**src/rtl/gp_reg_file.sv**
```systemverilog
// Decode-stage general-purpose register file: two async read ports,
// one clocked write port, optional hardwired r0 and write bypass.
module gp_reg_file #(
  parameter int DATA_W         = 32,
  parameter int ADDR_W         = 5,
  parameter bit ZERO_HARDWIRED = 1'b0,
  parameter bit WRITE_BYPASS   = 1'b0
) (
  input  logic              clk,
  input  logic              rst_n,
  input  logic              regwrite,
  input  logic [ADDR_W-1:0] rs,
  input  logic [ADDR_W-1:0] rt,
  input  logic [ADDR_W-1:0] rd,
  input  logic [DATA_W-1:0] writedata,
  output logic [DATA_W-1:0] A,
  output logic [DATA_W-1:0] B
);

  localparam int DEPTH = 1 << ADDR_W;

  logic [DATA_W-1:0] mem [DEPTH];
  logic              rd_zero;
  logic              wr_en;
  logic              byp_a;
  logic              byp_b;
  logic              zero_a;
  logic              zero_b;

  assign rd_zero = (rd == '0);
  assign wr_en   = regwrite && !(ZERO_HARDWIRED && rd_zero);

  always_ff @(posedge clk or negedge rst_n) begin
    if (!rst_n) begin
      for (int i = 0; i < DEPTH; i++) begin
        mem[i] <= '0;
      end
    end else if (wr_en) begin
      mem[rd] <= writedata;
    end
  end

  // Bypass is gated by rst_n so a held reset always reads zero.
  assign byp_a  = WRITE_BYPASS && rst_n && wr_en && (rd == rs);
  assign byp_b  = WRITE_BYPASS && rst_n && wr_en && (rd == rt);
  assign zero_a = ZERO_HARDWIRED && (rs == '0);
  assign zero_b = ZERO_HARDWIRED && (rt == '0);

  always_comb begin
    A = mem[rs];
    if (byp_a) A = writedata;
    if (zero_a) A = '0;
  end

  always_comb begin
    B = mem[rt];
    if (byp_b) B = writedata;
    if (zero_b) B = '0;
  end

endmodule

```
**config.mk**
```make
export PLATFORM = sky130hd
export DESIGN_NAME = gp_reg_file
export DESIGN_NICKNAME = d
export VERILOG_FILES = /design/src/rtl/gp_reg_file.sv
export SDC_FILE = /design/constraint.sdc
export NUM_CORES = 2
export LEC_CHECK = 0
export BUFFER_PORTS_ARGS = -buffer_cell sky130_fd_sc_hd__buf_2
export CORE_ASPECT_RATIO = 1.75
export CORE_MARGIN = 2
export CORE_UTILIZATION = 58
export DETAILED_ROUTE_END_ITERATION = 10
export PLACE_DENSITY = 0.78
export SYNTH_ARGS = -nofsm -noshare
export SYNTH_HDL_FRONTEND = slang
export SYNTH_SLANG_ARGS = --single-unit
```
**constraint.sdc**
```tcl
create_clock -name clk -period 1.5 [get_ports clk]
set_input_delay 0.225 -clock clk [delete_from_list [all_inputs] [get_ports clk]]
set_output_delay 0.225 -clock clk [all_outputs]
set_load 0.02 [all_outputs]
```
Word level (Yosys, flattened, before mapping):

Cells that the tools add are included.

* memories: 0
* bits in registers: 1024
* ROM bits: 0
* bits in writable memories: 0
* word-level logic and storage cells: 49
* bits in latches: 0
* bits of input ports: 50
* output and inout port bits: 64

* order comparisons: 4
* multiplexer cells: 9
* divide/modulo/power cells: 0
* reductions and logical operators: 1
* equal/unequal tests: 0
* shift-type cells: 0
* add/subtract/negate cells: 0
* bitwise operators: 3
* multipliers: 0

Operators with widths (number)
* $bwmux 1024: 1
* $bmux 32 s5: 2
* $demux 32 s5: 1
* $mux 32: 5
* $ge 6x6->1 const B: 3
* $not 5->6: 3
* $lt 6x1->1 const B: 1
* $logic_and 1x1->1: 1

Logic depth before layout (Yosys ltp):

* word-level depth: 6
* depth in mapped cells: 8
* gate-level depth less buffers: 5

Worst setup path after synthesis:

Ideal clock, no wire load.

* kind: input to output
* start point: input port rs[1]
* end point: output port A[0]
* arrival: 1.541 ns
* slack: -0.266 ns
* path buffers: 4
* stages: 8
* path through: buf_2 > buf_4 > buf_2 > buf_2 > mux2i_1 > nand2_1 > a31oi_1 > nand3_1

* longest elaborated chain between the ends: 4

Ends and longest elaborated chain
* start: declaration: RTL line 12 `input logic [ADDR_W-1:0] rs,`
* $not 5->6 (not written as such): RTL line 50 `A = mem[rs];`
* $bmux 32 s5: RTL line 50
* $mux 32 (not written as such) (2 in a row): RTL line 50
* end: declaration: RTL line 16 `output logic [DATA_W-1:0] A,`

Every way passes these cells. The select of a mux whose other input is x is not followed.

Worst setup path in the final report:

* start point: register mem[987] in the netlist's numbering
* end point: output port A[27]

* longest elaborated chain between the ends: 3

Ends and longest elaborated chain
* start: declaration: RTL line 22 `logic [DATA_W-1:0] mem [DEPTH];`
* start signal: indexed assignment: RTL line 39 `mem[rd] <= writedata;`
* $bmux 32 s5: RTL line 50
* $mux 32 (not written as such) (2 in a row): RTL line 50

Every way passes these cells. The select of a mux whose other input is x is not followed.

==> metrics.log <==
INFO  metric status = complete, but fails checks
INFO  metric failed_checks = setup timing
INFO  metric share_of_synthesized_cell_area_in_full_adder_half_adder_and_majority_cells = 0%
INFO  metric numPortBuffers = 113
INFO  metric timing.critical_path.from = mem[987]
INFO  metric synth.net_count = 4655
INFO  metric post-synth-top-area-cell = sky130_fd_sc_hd__dfrtp_1
INFO  metric largest_register_ffs = 1024
INFO  metric regToRegSetupSlack = 0.47 ns
INFO  metric cp_max_fo = 3
INFO  metric peakVddDrop = 0.0008441 V
INFO  metric hold_crit_path_type = in -> reg
INFO  metric die_height = 415.9 um
INFO  metric boundaryPins = 114
INFO  metric crit_arrival = 2.22 ns
INFO  metric worst-setup-path-type = reg -> out
INFO  metric synth_area = 0.05624 mm^2
INFO  metric report.final.slew_viol_count = 0
INFO  metric cts.sink_count = 1024
INFO  metric dominantRegCellSynth = sky130_fd_sc_hd__dfrtp_1
INFO  metric remaining_design_rule_violation_count = 0
INFO  metric cp-start-kind = flip-flop
INFO  metric hp-start = writedata[1]
INFO  metric reg2reg_depth = 3
INFO  metric critical_path.max_stage_delay = 0.41 ns
INFO  metric fill_cells = 6673
INFO  metric post-route-period-util = 163.3%
INFO  metric timing.slew.headroom = 42.51%
INFO  metric routedWlPerCell = 29.11 um
INFO  metric worst_slew_pin_slew = 0.8605 ns
INFO  metric synth_enable_flop_cells = 0
INFO  metric grt.overflow.total = 0
INFO  metric drtAntennaViolNets = 0
INFO  metric most_numerous_cell_types_in_the_synthesized_netlist = 1024 x sky130_fd_sc_hd__dfrtp_1, 1024 x sky130_fd_sc_hd__mux2i_1, 987 x sky130_fd_sc_hd__mux2_2
INFO  metric cts_inserted_buffers = 93
INFO  metric drt_first_iter_violations = 3835
INFO  metric hold-worst-slack = 0.1339 ns
INFO  metric critical_path.top_delay_family = flip-flops
INFO  metric share_clk_of_total_power = 30.6%
INFO  metric min_to = mem[161]
INFO  metric synth_xor_xnor_area_share = 0%
INFO  metric fmaxAchievable = 408.4 MHz
INFO  metric fp.coreArea = 0.09654 mm^2
INFO  metric syn_inst = 4605
INFO  metric grt_pass1_wl = 271800 um
INFO  metric initial_core_util = 58.25%
INFO  metric asyncSetResetFlopFracSynth = 100.0%
INFO  metric worstPathCellList = mux2i_1 > a22o_1 > nor3_1 > a31oi_1 > nand3_2 > buf_6
INFO  metric critical_path.slowest_cell = sky130_fd_sc_hd__dfrtp_1
INFO  metric crit-reg2reg-capture = mem[843]
INFO  metric synth_cell_type_count = 28
INFO  metric setup_tns = -51.00 ns
INFO  metric pwr_density_cell = 1209 mW/mm^2
INFO  metric largestRegisters = mem: 1024 flops
INFO  metric average_instance_area_after_synthesis = 12.21 um^2
INFO  metric critical_path_buf_inv_count = 1
INFO  metric synth_top_family_by_area = multiplexers
INFO  metric min_delay_path_depth = 2
INFO  metric finalNonFillerCells = 6235
INFO  metric share_of_final_layout_standard_cells_stronger_than_drive_strength_1 = 39.01%
INFO  metric dr_total_vias = 41910
INFO  metric nets_final = 4908
INFO  metric total_instance_count_after_detailed_placement = 6054
INFO  metric die-area = 0.09957 mm^2
INFO  metric synth-simple-area-share = 4.378%
INFO  metric share_seq_of_total_power = 46.4%
INFO  metric area_growth_synth_to_finish = 18.34%
INFO  metric yosys_warning_count = 0
INFO  metric cell_internal_pwr = 56.39 mW
INFO  metric post_synth_mux_area_share = 38.73%
INFO  metric max_flop_register = mem
INFO  metric final_period_minus_worst_setup_slack = 2.449 ns
INFO  metric regToRegStartpoint = mem[843]
INFO  metric route.detailed.vias_per_inst = 6.721
INFO  metric timing.final.hold_violations = 0
INFO  metric ctsLongestPathBuffers = 3
INFO  metric final_critical_path_setup_slack = -0.9488 ns
INFO  metric synth-seq-area-share = 45.56%
INFO  metric drt-pass1-iter-count = 5
INFO  metric std_cell_rows = 151
INFO  metric first_global_vias = 44180
INFO  metric worstSetupEndpointType = output pin
INFO  metric synth_compound_area_share = 6.977%
INFO  metric synth.top_cell.area_share = 45.56%
INFO  metric logic_gate_share_of_total_power = 23.0%
INFO  metric gp_congestion = 0.8914
INFO  metric power_leakage = 31.69 nW
INFO  metric grt_antenna_before_repair = 3
INFO  metric ys_ff_latch = 1024
INFO  metric critPathRequiredTime = 1.27 ns
INFO  metric maximum_number_of_pins_on_one_net_before_global_route_repair = 84
INFO  metric power.net_switching = 24.06 mW
INFO  metric max_cap_violations = 0
INFO  metric swShare = 29.91%
INFO  metric rsz_0062_raised_after_global_routing = true
INFO  metric skew_final = 0 ns
INFO  metric h-tree-depth = 3
INFO  metric dp_slack = -0.7570 ns
INFO  metric die_x = 239.4 um
INFO  metric routed_wirelength = 181500 um
INFO  metric dp_hpwl = 118200 um
INFO  metric setup_violations = 64
INFO  metric globalRouteTotalUtil = 36.38%
INFO  metric clk_latency = 0.70 ns
INFO  metric tritoncts = done
INFO  metric clkSlewWorstSetupHoldPaths = 0.07 ns
INFO  metric synth.top_cells.by_area = sky130_fd_sc_hd__dfrtp_1 46%, sky130_fd_sc_hd__mux2_2 20%, sky130_fd_sc_hd__mux2i_1 18%
INFO  metric cts-root-buf = sky130_fd_sc_hd__clkbuf_16
## metal layers
metal	GRT usage [%]	vias to the layer above	wire length [um]
met5	0	-	13
met4	26.67	2	15250
met3	7.239	759	15150
met2	58.93	2153	86200
met1	42.84	21490	64900
li1	-	17510	-
## cell type report
| type | count | area [um^2] | area share [%] |
|---|---|---|---|
| Clock inverter | 39 | 381.6 | 0.5734 |
| Sequential cell | 1024 | 25620 | 38.50 |
| Clock buffer | 130 | 2700 | 4.057 |
| Multi-Input combinational cell | 3137 | 29260 | 43.96 |
| Tap cell | 1300 | 1627 | 2.444 |
| Timing Repair Buffer | 602 | 6954 | 10.45 |
| Antenna cell | 3 | 7.507 | 0.01128 |
## repair_timing
| action | 4_1_cts | 5_1_grt |
|---|---|---|
| endpoints found under the hold margin | 1008 | 0 |
| setup buffers | 10 | 6 |
| pin swaps | 101 | 61 |
| hold buffers | 1 | 0 |
| endpoints found under the setup margin | 64 | 64 |
| gates resized for setup | 184 | 40 |
## through the flow
step	area, um^2	power (mW)	utilization [%]
global route	66550	83.55	68.93
finish	66550	80.45	68.94
floorplan	57140	48.75	-
detailed placement	62360	55.01	64.59
CTS	66290	80.07	68.66
global placement	62360	53.99	64.59
## cell usage in the layout, fill, tap and decap left out, types with 13 or more instances in the layout
cell type	instances
sky130_fd_sc_hd__buf_12	185
sky130_fd_sc_hd__clkinv_2	24
sky130_fd_sc_hd__a22o_1	128
sky130_fd_sc_hd__buf_4	296
sky130_fd_sc_hd__clkbuf_8	17
sky130_fd_sc_hd__nor2_4	18
sky130_fd_sc_hd__a31oi_1	41
sky130_fd_sc_hd__mux2i_1	1022
sky130_fd_sc_hd__nor3_1	24
sky130_fd_sc_hd__a21oi_1	192
sky130_fd_sc_hd__nand3_4	24
sky130_fd_sc_hd__clkbuf_16	96
sky130_fd_sc_hd__nand2_1	193
sky130_fd_sc_hd__mux2_2	987
sky130_fd_sc_hd__a22oi_1	191
sky130_fd_sc_hd__clkbuf_1	17
sky130_fd_sc_hd__dfrtp_1	1024
sky130_fd_sc_hd__nor3_2	35
sky130_fd_sc_hd__nand3_2	40
sky130_fd_sc_hd__a31oi_2	13
sky130_fd_sc_hd__mux2_1	37
sky130_fd_sc_hd__nand2_2	18
sky130_fd_sc_hd__buf_6	62
sky130_fd_sc_hd__buf_2	55
sky130_fd_sc_hd__nand3_1	130
## cells by family (layout without fill, tap and decap cells)
kind of cell    Yosys count  after routing
mux                    2048           2048
flops                  1024           1024
buf+inv                 444            771
other cells               0              3
compound gates          576            576
simple gates            513            513
## worst max path at each step
stage	cells after the start	endpoint	slack, ns
after detailed placement	10	A[9]	-0.76
after global placement	10	A[9]	-0.80
final	6	A[27]	-0.95
after floorplan	7	A[11]	-0.05
after global routing	6	A[8]	-0.98
after CTS	6	A[27]	-0.98
## power by group through the flow
stage / clock network, mW / logic (mW) / registers (mW)
after floorplan: 0 / 12.4 / 36.3
after detailed placement: 0 / 17.3 / 37.7
after global placement: 0 / 16.8 / 37.2
after CTS: 24.7 / 18.1 / 37.2
after global routing: 25.8 / 19.7 / 38.0
final: 24.6 / 18.5 / 37.3
Power figures use the tool's default switching activity.
